**config.mk**
```make
export PLATFORM = sky130hd
export DESIGN_NAME = alu_exec_unit
export DESIGN_NICKNAME = d
export VERILOG_FILES = /design/src/rtl/alu_exec_unit_pkg.sv /design/src/rtl/alu_exec_unit_fwd_select.sv /design/src/rtl/alu_exec_unit.sv
export SDC_FILE = /design/constraint.sdc
export NUM_CORES = 2
export LEC_CHECK = 0
export ABC_AREA = 0
export CORE_MARGIN = 10
export CORE_UTILIZATION = 45
export CTS_CLUSTER_SIZE = 25
export DETAILED_ROUTE_END_ITERATION = 10
export GPL_TIMING_DRIVEN = 0
export PLACE_DENSITY_LB_ADDON = 0.3
export SLEW_MARGIN = 20
export SYNTH_ARGS = -nofsm -noshare
export SYNTH_HDL_FRONTEND = slang
export SYNTH_HIERARCHICAL = 1
export SYNTH_SLANG_ARGS = --single-unit
```
**constraint.sdc**
```tcl
create_clock -name Clock -period 16 [get_ports Clock]
set_clock_uncertainty 0.1 [all_clocks]
set_input_delay 3.2 -clock Clock [delete_from_list [all_inputs] [get_ports Clock]]
set_output_delay 3.2 -clock Clock [all_outputs]
set_load 0.01 [all_outputs]
```
**src/rtl/alu_exec_unit_pkg.sv**
```systemverilog
// ---------------------------------------------------------------------------
// alu_exec_unit_pkg
// Shared constants for the EX-stage ALU and its forwarding selector:
//   - R-type funct field codes
//   - ALUCtrl instruction-class codes (aliases share a code with their base)
//   - ALUOp operation codes driven on the ALUOp port
//   - forwarding mux select values used by ForA / ForB
// Also holds the R-type funct decode helper used by alu_exec_unit.
// ---------------------------------------------------------------------------
package alu_exec_unit_pkg;

  // R-type funct field
  localparam logic [5:0] FUNCT_SLL  = 6'h00;
  localparam logic [5:0] FUNCT_JR   = 6'h08;
  localparam logic [5:0] FUNCT_MFHI = 6'h10;
  localparam logic [5:0] FUNCT_MFLO = 6'h12;
  localparam logic [5:0] FUNCT_MUL  = 6'h18;
  localparam logic [5:0] FUNCT_DIV  = 6'h1A;
  localparam logic [5:0] FUNCT_ADD  = 6'h20;
  localparam logic [5:0] FUNCT_SUB  = 6'h22;
  localparam logic [5:0] FUNCT_SLT  = 6'h2A;

  // ALUCtrl instruction classes
  localparam logic [2:0] CTRL_R    = 3'b000;
  localparam logic [2:0] CTRL_ADDI = 3'b001;
  localparam logic [2:0] CTRL_LUI  = 3'b010;
  localparam logic [2:0] CTRL_ORI  = 3'b011;
  localparam logic [2:0] CTRL_BEQ  = 3'b100;
  // Classes that reuse another class's datapath behaviour
  localparam logic [2:0] CTRL_LW   = CTRL_ADDI;
  localparam logic [2:0] CTRL_SW   = CTRL_ADDI;
  localparam logic [2:0] CTRL_J    = CTRL_ADDI;
  localparam logic [2:0] CTRL_JAL  = CTRL_ADDI;
  localparam logic [2:0] CTRL_BNE  = CTRL_BEQ;

  // ALUOp encoding
  localparam logic [3:0] OP_ADD  = 4'd0;
  localparam logic [3:0] OP_SUB  = 4'd1;
  localparam logic [3:0] OP_SLL  = 4'd2;
  localparam logic [3:0] OP_MUL  = 4'd3;
  localparam logic [3:0] OP_SLT  = 4'd4;
  localparam logic [3:0] OP_LUI  = 4'd5;
  localparam logic [3:0] OP_OR   = 4'd6;
  localparam logic [3:0] OP_DIV  = 4'd7;
  localparam logic [3:0] OP_MFHI = 4'd8;
  localparam logic [3:0] OP_MFLO = 4'd9;

  // Forwarding mux selects
  localparam logic [1:0] FWD_REG   = 2'd0;
  localparam logic [1:0] FWD_MEMWB = 2'd1;
  localparam logic [1:0] FWD_EXMEM = 2'd2;

  // R-type funct -> ALUOp. Jr only needs a harmless pass-through add;
  // unrecognised funct codes also fall back to add.
  function automatic logic [3:0] decodeFunct(input logic [5:0] funct);
    logic [3:0] op;
    op = OP_ADD;
    case (funct)
      FUNCT_ADD, FUNCT_JR: op = OP_ADD;
      FUNCT_SUB:           op = OP_SUB;
      FUNCT_SLL:           op = OP_SLL;
      FUNCT_MUL:           op = OP_MUL;
      FUNCT_SLT:           op = OP_SLT;
      FUNCT_DIV:           op = OP_DIV;
      FUNCT_MFHI:          op = OP_MFHI;
      FUNCT_MFLO:          op = OP_MFLO;
      default:             op = OP_ADD;
    endcase
    return op;
  endfunction

endpackage

```
**src/rtl/alu_exec_unit_fwd_select.sv**
```systemverilog
// ---------------------------------------------------------------------------
// fwd_select
// Purely combinational EX-stage forwarding selector.
// Ports:
//   IDEX_RegRs, IDEX_RegRt   in  5  source registers of the instruction in EX
//   EXMEM_RegRd, MEMWB_RegRd in  5  destinations of the two older instructions
//   EXMEM_RegWrite           in  1  EX/MEM instruction writes a register
//   EXMEM_MemWrite           in  1  EX/MEM instruction is a store
//   MEMWB_RegWrite           in  1  MEM/WB instruction writes a register
//   MEMWB_MemToReg           in  1  MEM/WB instruction is a load
//   ForA, ForB               out 2  operand mux select (FWD_REG/MEMWB/EXMEM)
//   ForC                     out 1  store data taken from the MEM/WB load
// ---------------------------------------------------------------------------
module fwd_select
  import alu_exec_unit_pkg::*;
(
  input  logic [4:0] IDEX_RegRs,
  input  logic [4:0] IDEX_RegRt,
  input  logic [4:0] EXMEM_RegRd,
  input  logic [4:0] MEMWB_RegRd,
  input  logic       EXMEM_RegWrite,
  input  logic       EXMEM_MemWrite,
  input  logic       MEMWB_RegWrite,
  input  logic       MEMWB_MemToReg,
  output logic [1:0] ForA,
  output logic [1:0] ForB,
  output logic       ForC
);

  logic [1:0][4:0] srcReg;
  logic [1:0][1:0] fwdSel;

  assign srcReg = {IDEX_RegRt, IDEX_RegRs};

  // Same rule for both operands. EX/MEM is tested first because it holds the
  // younger (more recent) value; $zero is never a forwarding source.
  genvar gi;
  generate
    for (gi = 0; gi < 2; gi++) begin : gSrc
      assign fwdSel[gi] =
        (EXMEM_RegWrite && (EXMEM_RegRd != 5'd0) && (EXMEM_RegRd == srcReg[gi])) ? FWD_EXMEM :
        (MEMWB_RegWrite && (MEMWB_RegRd != 5'd0) && (MEMWB_RegRd == srcReg[gi])) ? FWD_MEMWB :
                                                                                    FWD_REG;
    end
  endgenerate

  assign ForA = fwdSel[0];
  assign ForB = fwdSel[1];

  // Load immediately followed by a store of the loaded register: the store
  // data comes from the value the load is writing back.
  assign ForC = EXMEM_MemWrite && MEMWB_RegWrite && MEMWB_MemToReg &&
                (MEMWB_RegRd != 5'd0) && (MEMWB_RegRd == EXMEM_RegRd);

endmodule

```
**src/rtl/alu_exec_unit.sv**
```systemverilog
// ---------------------------------------------------------------------------
// alu_exec_unit
// EX-stage execution unit: ALU control decode, 32-bit ALU datapath, HI/LO
// divide result registers and the operand forwarding selector.
// Ports:
//   Clock          in  1   rising-edge clock (only HI/LO are clocked)
//   Reset          in  1   asynchronous active-high, clears HI/LO
//   Funct          in  6   R-type funct field
//   ALUCtrl        in  3   decoded instruction class
//   A, B           in  32  operands
//   Shamt          in  5   shift amount for SLL
//   IDEX_*/EXMEM_*/MEMWB_*  pipeline register fields for forwarding
//   ALUOp          out 4   decoded operation
//   ALUOut         out 32  combinational result
//   ForA, ForB     out 2   operand forwarding selects
//   ForC           out 1   load-to-store data forward
// ---------------------------------------------------------------------------
module alu_exec_unit
  import alu_exec_unit_pkg::*;
(
  input  logic        Clock,
  input  logic        Reset,
  input  logic [5:0]  Funct,
  input  logic [2:0]  ALUCtrl,
  input  logic [31:0] A,
  input  logic [31:0] B,
  input  logic [4:0]  Shamt,
  input  logic [4:0]  IDEX_RegRs,
  input  logic [4:0]  IDEX_RegRt,
  input  logic [4:0]  EXMEM_RegRd,
  input  logic [4:0]  MEMWB_RegRd,
  input  logic        EXMEM_RegWrite,
  input  logic        EXMEM_MemWrite,
  input  logic        MEMWB_RegWrite,
  input  logic        MEMWB_MemToReg,
  output logic [3:0]  ALUOp,
  output logic [31:0] ALUOut,
  output logic [1:0]  ForA,
  output logic [1:0]  ForB,
  output logic        ForC
);

  logic [31:0] hiReg;
  logic [31:0] loReg;
  logic [31:0] mulLow;
  logic [31:0] divisor;
  logic [31:0] divQuot;
  logic [31:0] divRem;
  logic        divLoad;
  logic        isBranch;
  logic        isImmAdd;

  // ---------------- ALU control decode ----------------
  assign isBranch = (ALUCtrl == CTRL_BEQ) || (ALUCtrl == CTRL_BNE);
  assign isImmAdd = (ALUCtrl == CTRL_ADDI) || (ALUCtrl == CTRL_LW) ||
                    (ALUCtrl == CTRL_SW)   || (ALUCtrl == CTRL_J)  ||
                    (ALUCtrl == CTRL_JAL);

  always_comb begin
    ALUOp = OP_ADD;
    if (ALUCtrl == CTRL_R) begin
      ALUOp = decodeFunct(Funct);
    end else if (ALUCtrl == CTRL_LUI) begin
      ALUOp = OP_LUI;
    end else if (ALUCtrl == CTRL_ORI) begin
      ALUOp = OP_OR;
    end else if (isBranch) begin
      ALUOp = OP_SUB;   // branches compare by subtraction
    end else if (isImmAdd) begin
      ALUOp = OP_ADD;   // address/immediate add
    end else begin
      ALUOp = OP_ADD;   // unassigned class codes 101-111
    end
  end

  // ---------------- Datapath ----------------
  // The low half of a two's-complement product is the same for signed and
  // unsigned operands, so a 32-bit signed multiply gives the wanted bits.
  assign mulLow = 32'($signed(A) * $signed(B));

  // Substitute a divisor of 1 when B is zero so the divider never sees a
  // zero operand; the result is discarded in that case anyway.
  assign divisor = (B == 32'd0) ? 32'd1 : B;
  assign divQuot = 32'($signed(A) / $signed(divisor));
  assign divRem  = 32'($signed(A) % $signed(divisor));

  always_comb begin
    ALUOut = 32'd0;
    case (ALUOp)
      OP_ADD:  ALUOut = A + B;
      OP_SUB:  ALUOut = A - B;
      OP_SLL:  ALUOut = B << Shamt;
      OP_MUL:  ALUOut = mulLow;
      OP_SLT:  ALUOut = ($signed(A) < $signed(B)) ? 32'd1 : 32'd0;
      OP_LUI:  ALUOut = {B[15:0], 16'h0000};
      OP_OR:   ALUOut = A | B;
      OP_DIV:  ALUOut = 32'd0;   // result lands in HI/LO on the next edge
      OP_MFHI: ALUOut = hiReg;
      OP_MFLO: ALUOut = loReg;
      default: ALUOut = 32'd0;
    endcase
  end

  // ---------------- HI/LO ----------------
  assign divLoad = (ALUOp == OP_DIV) && (B != 32'd0);

  always_ff @(posedge Clock or posedge Reset) begin
    if (Reset) begin
      hiReg <= 32'd0;
      loReg <= 32'd0;
    end else if (divLoad) begin
      hiReg <= divRem;
      loReg <= divQuot;
    end
  end

  // ---------------- Forwarding ----------------
  fwd_select uFwd (
    .IDEX_RegRs     (IDEX_RegRs),
    .IDEX_RegRt     (IDEX_RegRt),
    .EXMEM_RegRd    (EXMEM_RegRd),
    .MEMWB_RegRd    (MEMWB_RegRd),
    .EXMEM_RegWrite (EXMEM_RegWrite),
    .EXMEM_MemWrite (EXMEM_MemWrite),
    .MEMWB_RegWrite (MEMWB_RegWrite),
    .MEMWB_MemToReg (MEMWB_MemToReg),
    .ForA           (ForA),
    .ForB           (ForB),
    .ForC           (ForC)
  );

endmodule

```
---- Yosys cells after proc, flatten, opt, wreduce, memory -nomap -nowiden ----
Index checks and enable logic that the tools add are counted.
storage, ports and cells
  flip-flop bits (word level) ............. 64
  output and inout bits ................... 41
  word-level logic and storage cells ...... 63
cells by class
  add/sub/neg operators ................... 2
  multipliers ............................. 1
  div/mod/pow operators ................... 2
  order comparisons ....................... 1
  equal/unequal tests ..................... 23
  shift-type cells ........................ 1
  multiplexer cells ....................... 12
  bitwise operators ....................... 1
  reduce and logical (&&, ||, !) cells .... 18
operators with widths
  kind                                           number
  one-hot mux 32 bit (9 select lines)            1
  adder 32 bit                                   1
  divider 32 x 32 -> 32 bit                      1
  zero test 32 bit                               1
  < comparator 32 bit                            1
  modulo 32 x 32 -> 32 bit                       1
  multiplier 32 x 32 -> 32 bit                   1
  2-to-1 mux 32 bit                              1
  OR 32 bit                                      1
  nonzero test 32 bit                            1
  left shift 32 x 5 -> 32 bit                    1
  subtractor 32 bit                              1
  one-hot mux 4 bit (7 select lines)             1
  == test 5 bit                                  5
  == test 6 x 5 -> 1 bit, second input constant  4
  == test 4 x 3 -> 1 bit, second input constant  4
  == test 6 bit, second input constant           2
  logical AND 1 bit                              11
  nonzero test 5 bit                             2
  == test 4 x 2 -> 1 bit, second input constant  2
  == test 4 bit, second input constant           2
  == test 3 x 2 -> 1 bit, second input constant  2
  zero test 6 bit                                1
  2-to-1 mux 3 bit                               2
  other kinds (7)                                11

---- Depth between registers and ports, before layout ----
  word-level depth ........................ 7
  gate-level depth with buffers ........... 399
  mapped depth without buffers ............ 363

---- Hierarchy ----
Netlist, hierarchy kept.
by module, submodules not included
  module         times used  cells each  area an instance (µm²)
  alu_exec_unit  1           8213        57755.4
  fwd_select     1           42          326.6

---- Worst setup path after synthesis ----
No wires, ideal clock.
  kind .................................... input to register
  from .................................... input B[6]
  to ...................................... register loReg[28]
  setup time .............................. 133 ps
  arrival time ............................ 89327 ps
  setup slack ............................. -73560 ps
  cell stages on the path ................. 372
  cells stage by stage .................... buf_4 > or4_1 > or4_1 > or3_1 > and2_1 > ha_1 > nor3b_2 > and4_1 > a311oi_1 > or3b_1 > or4_4 > buf_6 > nor4_4 > nand4_1 > nor2_1 > mux2i_1 > ha_1 > o21ai_0 > (+336 left out) > o21a_1 > inv_1 > clkbuf_1 > clkbuf_1 > buf_1 > clkbuf_1 > ha_1 > and3_1 > nand3_1 > nor3_1 > and3_1 > and2_1 > nand2_1 > nor2_1 > nand2_1 > o21ai_0 > xor2_1 > o21ai_0
on the way
  longest elaborated chain between the ends .. 3
  elaborated cells between the ends (all ways) .. 5
RTL lines
  item                       RTL line              RTL
  start, declared            alu_exec_unit.sv:26   input logic [31:0] B,
  zero test 32 bit           alu_exec_unit.sv:83   assign divisor = (B == 32'd0) ? 32'd1 : B;
  2-to-1 mux 32 bit          alu_exec_unit.sv:83
  divider 32 x 32 -> 32 bit  alu_exec_unit.sv:84   assign divQuot = 32'($signed(A) / $signed(divisor));
  end signal, assigned       alu_exec_unit.sv:113  loReg <= divQuot;
  end, declared              alu_exec_unit.sv:44   logic [31:0] loReg;
Several ways; a longest one is shown, not always the timed one.
A chain may end at the register's enable or synchronous reset.

---- Final worst setup path ----
  from .................................... input B[14]
  to ...................................... register hiReg[14]
on the way
  longest elaborated chain between the ends .. 3
  elaborated cells between the ends (all ways) .. 5
RTL lines
  item                      RTL line              RTL
  zero test 32 bit          alu_exec_unit.sv:83
  2-to-1 mux 32 bit         alu_exec_unit.sv:83
  modulo 32 x 32 -> 32 bit  alu_exec_unit.sv:85   assign divRem = 32'($signed(A) % $signed(divisor));
  end signal, assigned      alu_exec_unit.sv:112  hiReg <= divRem;
  end, declared             alu_exec_unit.sv:43   logic [31:0] hiReg;
Several ways; a longest one is shown, not always the timed one.

==> insert_results.sql <==
INSERT INTO impl_metrics (metric_group, metric, value, unit) VALUES
('setup_path', 'worst-endpoint-required', '16.10', 'ns'),
('sta', 'final.period_utilization', '497', '%'),
('min_path', 'hold_path.class', 'reg2reg', ''),
('final_layout', 'flow.area_growth_from_synthesis', '34.4', '%'),
('drt', 'wl', '334000', 'µm'),
('sta', 'max_slew_margin', '10.1', '%'),
('power', 'clock_power_share', '1.4', '%'),
('clocking', 'cts_num_sinks', '64', ''),
('drt', 'ant_nets', '0', ''),
('grt', 'grt_start_max_net_pins', '54', ''),
('yosys', 'synth_largest_area_cell', 'ha_1', ''),
('clocking', 'cts_hold_buf', '0', ''),
('floorplanning', 'dieWidth', '379', 'µm'),
('drt', 'detailroute.via_count', '72714', ''),
('run_status', 'run_status', 'finished, violations left', ''),
('power', 'power.share.combinational', '97.0', '%'),
('run_status', 'failed_checks', 'negative setup slack', ''),
('yosys', 'synth.cells.most_frequent', 'nand2_1, nor2_1, inv_1, ha_1, a21oi_1', ''),
('drt', 'drc_errors', '0', ''),
('setup_path', 'cp_peak_stage_delay', '0.57', 'ns'),
('sta', 'setup_slack', '-63.58', 'ns'),
('sta', 'timing.final.crit_period', '79.58', 'ns'),
('drt', 'post_drt_wl_per_cell', '30.5', 'µm'),
('power', 'p_leak', '35.6', 'nW'),
('grt', 'grt_antenna_before_repair', '19', ''),
('drt', 'first_iter_violations', '9941', ''),
('placement', 'placement.cell_area', '64700', 'µm²'),
('grt', 'grt_usage', '43.2', '%'),
('clocking', 'level_count_of_the_clock_h_tree', '3', ''),
('power', 'power_report.internal_total', '6.89', 'mW'),
('clocking', 'clk_transition_reported_paths', '0.06', 'ns'),
('min_path', 'hp-start', 'loReg[26]', ''),
('setup_path', 'timing.critical_path.slowest_stage_cell', 'or4_4', ''),
('setup_path', 'timing.rr.end', 'hiReg[17]', ''),
('clocking', 'tritoncts.num_buffers', '9', ''),
('setup_path', 'setup.worst_path.class', 'in2reg', ''),
('clocking', 'clock_insertion_delay_worst_skew', '0.34', 'ns'),
('setup_path', 'reg2regPathDepth', '2', ''),
('final_layout', 'design_area', '78100', 'µm²'),
('placement', 'dp_hpwl', '257000', 'µm'),
('placement', 'numPortBuffers', '141', ''),
('final_layout', 'fin_nets', '10560', ''),
('yosys', 'yosysMostFrequentCell', 'nand2_1', ''),
('placement', 'dpl_worst_slack', '-83.11', 'ns'),
('power', 'ir_drop', '0.746', 'mV'),
('yosys', 'post_synth_inst_count', '8255', ''),
('setup_path', 'data_arrival_at_the_endpoint_of_the_critical_path', '79.68', 'ns'),
('floorplanning', 'core', '128000', 'µm²'),
('yosys', 'synth_edf_count', '0', ''),
('clocking', 'max-clock-path-buffers', '2', ''),
('min_path', 'whs_path_depth', '2', ''),
('grt', 'grt_pass1_vias', '68321', ''),
('yosys', 'ys_ff_latch', '64', ''),
('min_path', 'whs_endpoint', 'loReg[26]', ''),
('sta', 'grt_setup_unrepaired', 'true', ''),
('clocking', 'cts_tree', 'yes', ''),
('yosys', 'yosys_most_used_dff', 'dfrtp_1', ''),
('drt', 'dr.pass1.iters', '11', ''),
('yosys', 'synth_top_area_share', '16.8', '%'),
('final_layout', 'fillers', '11380', ''),
('floorplanning', 'chipHeight', '379', 'µm'),
('sta', 'finalSetupViolCount', '81', ''),
('power', 'pwr-share-seq', '1.6', '%'),
('yosys', 'synth-seq-area-share', '2.76', '%'),
('final_layout', 'post_route_cells_drive_above_1_share', '23.0', '%'),
('grt', 'globalRoute.totalOverflow', '0', ''),
('yosys', 'asyncSetResetFlopFracSynth', '100', '%'),
('power', 'netSwitchingPower', '10.4', 'mW'),
('sta', 'worst-slew-pin-transition', '1.34', 'ns'),
('grt', 'wire_length_of_the_first_global_routing_pass', '460000', 'µm'),
('setup_path', 'critical_path.most_common_cell', 'ha_1', '');
what timing repair did:
item                                    4_1_cts  5_1_grt
gates resized for setup                     879      584
gates cloned                                 10        4
buffers inserted                            540      267
pin swaps                                   402      452
endpoints found under the setup margin       83       81
how the worst max path moves through the flow:
stage	slack [ns]	startpoint	endpoint
floorplan	-58.95	B[6]	loReg[28]
global placement	-86.82	B[4]	hiReg[31]
detailed placement	-83.11	B[4]	hiReg[30]
CTS	-61.68	B[9]	hiReg[31]
global route	-64.89	B[11]	hiReg[31]
finish	-63.58	B[14]	hiReg[14]
per-layer routing:
metal | global-route usage (%) | share of wire, % | up-vias | wire length [µm]
met5 | 0 | 0.022 | - | 75
met3 | 10.3 | 13 | 1734 | 42100
met4 | 31.7 | 9.8 | 12 | 32700
met2 | 66.2 | 42 | 5475 | 140000
met1 | 52.5 | 36 | 34660 | 120000
li1 | - | - | 30833 | -
area by class of cell:
class | instances | area, µm² | area share [%]
clock buffers | 9 | 225 | 0.289
inverters | 802 | 3030 | 3.88
well taps | 1662 | 2080 | 2.66
multi-input cells | 7039 | 59300 | 75.9
repair buffers | 1010 | 8710 | 11.2
plain buffers | 341 | 2980 | 3.82
flip-flops and latches | 64 | 1600 | 2.05
clock inverters | 7 | 128 | 0.164
diodes | 12 | 30.0 | 0.0385
through the flow:
| step | power, mW | std cells | hold slack (ns) | TNS (ns) | util (%) |
|---|---|---|---|---|---|
| 5_1_grt | 18.3 | 10937 | 0.426 | -4124.01 | 61.0 |
| 2_1_floorplan | 9.32 | 8255 | 0.349 | -3728.33 | - |
| 6_report | 17.3 | 10946 | 0.414 | -4039.30 | 61.1 |
| 3_5_place_dp | 14.2 | 10111 | 0.375 | -5270.35 | 50.6 |
| 3_3_place_gp | 14.1 | 10058 | 0.376 | -5500.98 | 49.9 |
| 4_1_cts | 15.9 | 10672 | 0.394 | -3918.90 | 57.5 |
power by group through the flow:
| stage | combinational, mW | clock, mW | sequential (mW) |
|---|---|---|---|
| after global placement | 13.8 | 0 | 0.275 |
| after floorplan | 9.08 | 0 | 0.240 |
| after global routing | 17.8 | 0.244 | 0.279 |
| after CTS | 15.4 | 0.235 | 0.274 |
| after detailed placement | 14.0 | 0 | 0.276 |
| final | 16.8 | 0.236 | 0.279 |
worst max-delay path, delay by kind of cell:
kind            cells  cell delay (ns)
fa+ha+maj          32             8.92
mux                 3             0.71
buf+inv            68            11.10
xor+xnor            1             0.19
simple gates      112            21.18
compound gates    157            33.97
placed cells by master (no fill, tap or decap), drive strengths merged, types with 37 or more instances in the layout:
master,n
or3,75
o22ai,38
o31ai,69
clkdlybuf4s50,109
and3,62
nand2b,71
o21bai,50
mux2i,57
nor2b,85
and2,49
a21oi,598
buf,972
nand3,156
xor2,203
a211oi,57
nand2,1126
nor4,53
xnor2,426
inv,791
nand4,89
a31oi,103
o21a,133
a21o,152
fa,411
nor2,861
nor3,207
dfrtp,64
clkbuf,261
o21ai,489
a21boi,37
or2,49
ha,778
o211ai,71
sequential cells by signal, indices dropped and copies added (netlist names):
signal / cells
hiReg: 32
loReg: 32
logic make-up (layout without fill, tap and decap cells):
kind of cell | after synthesis | in the layout | share of synthesized area, %
other cells | 0 | 12 | 0
buf+inv | 1153 | 2169 | 7.54
compound gates | 2147 | 2147 | 23.9
mux | 105 | 105 | 2.18
simple gates | 2968 | 2969 | 23.2
xor+xnor | 629 | 629 | 9.48
fa+ha+maj | 1189 | 1189 | 30.9
flops | 64 | 64 | 2.76
(Power assumes the default switching activity.)
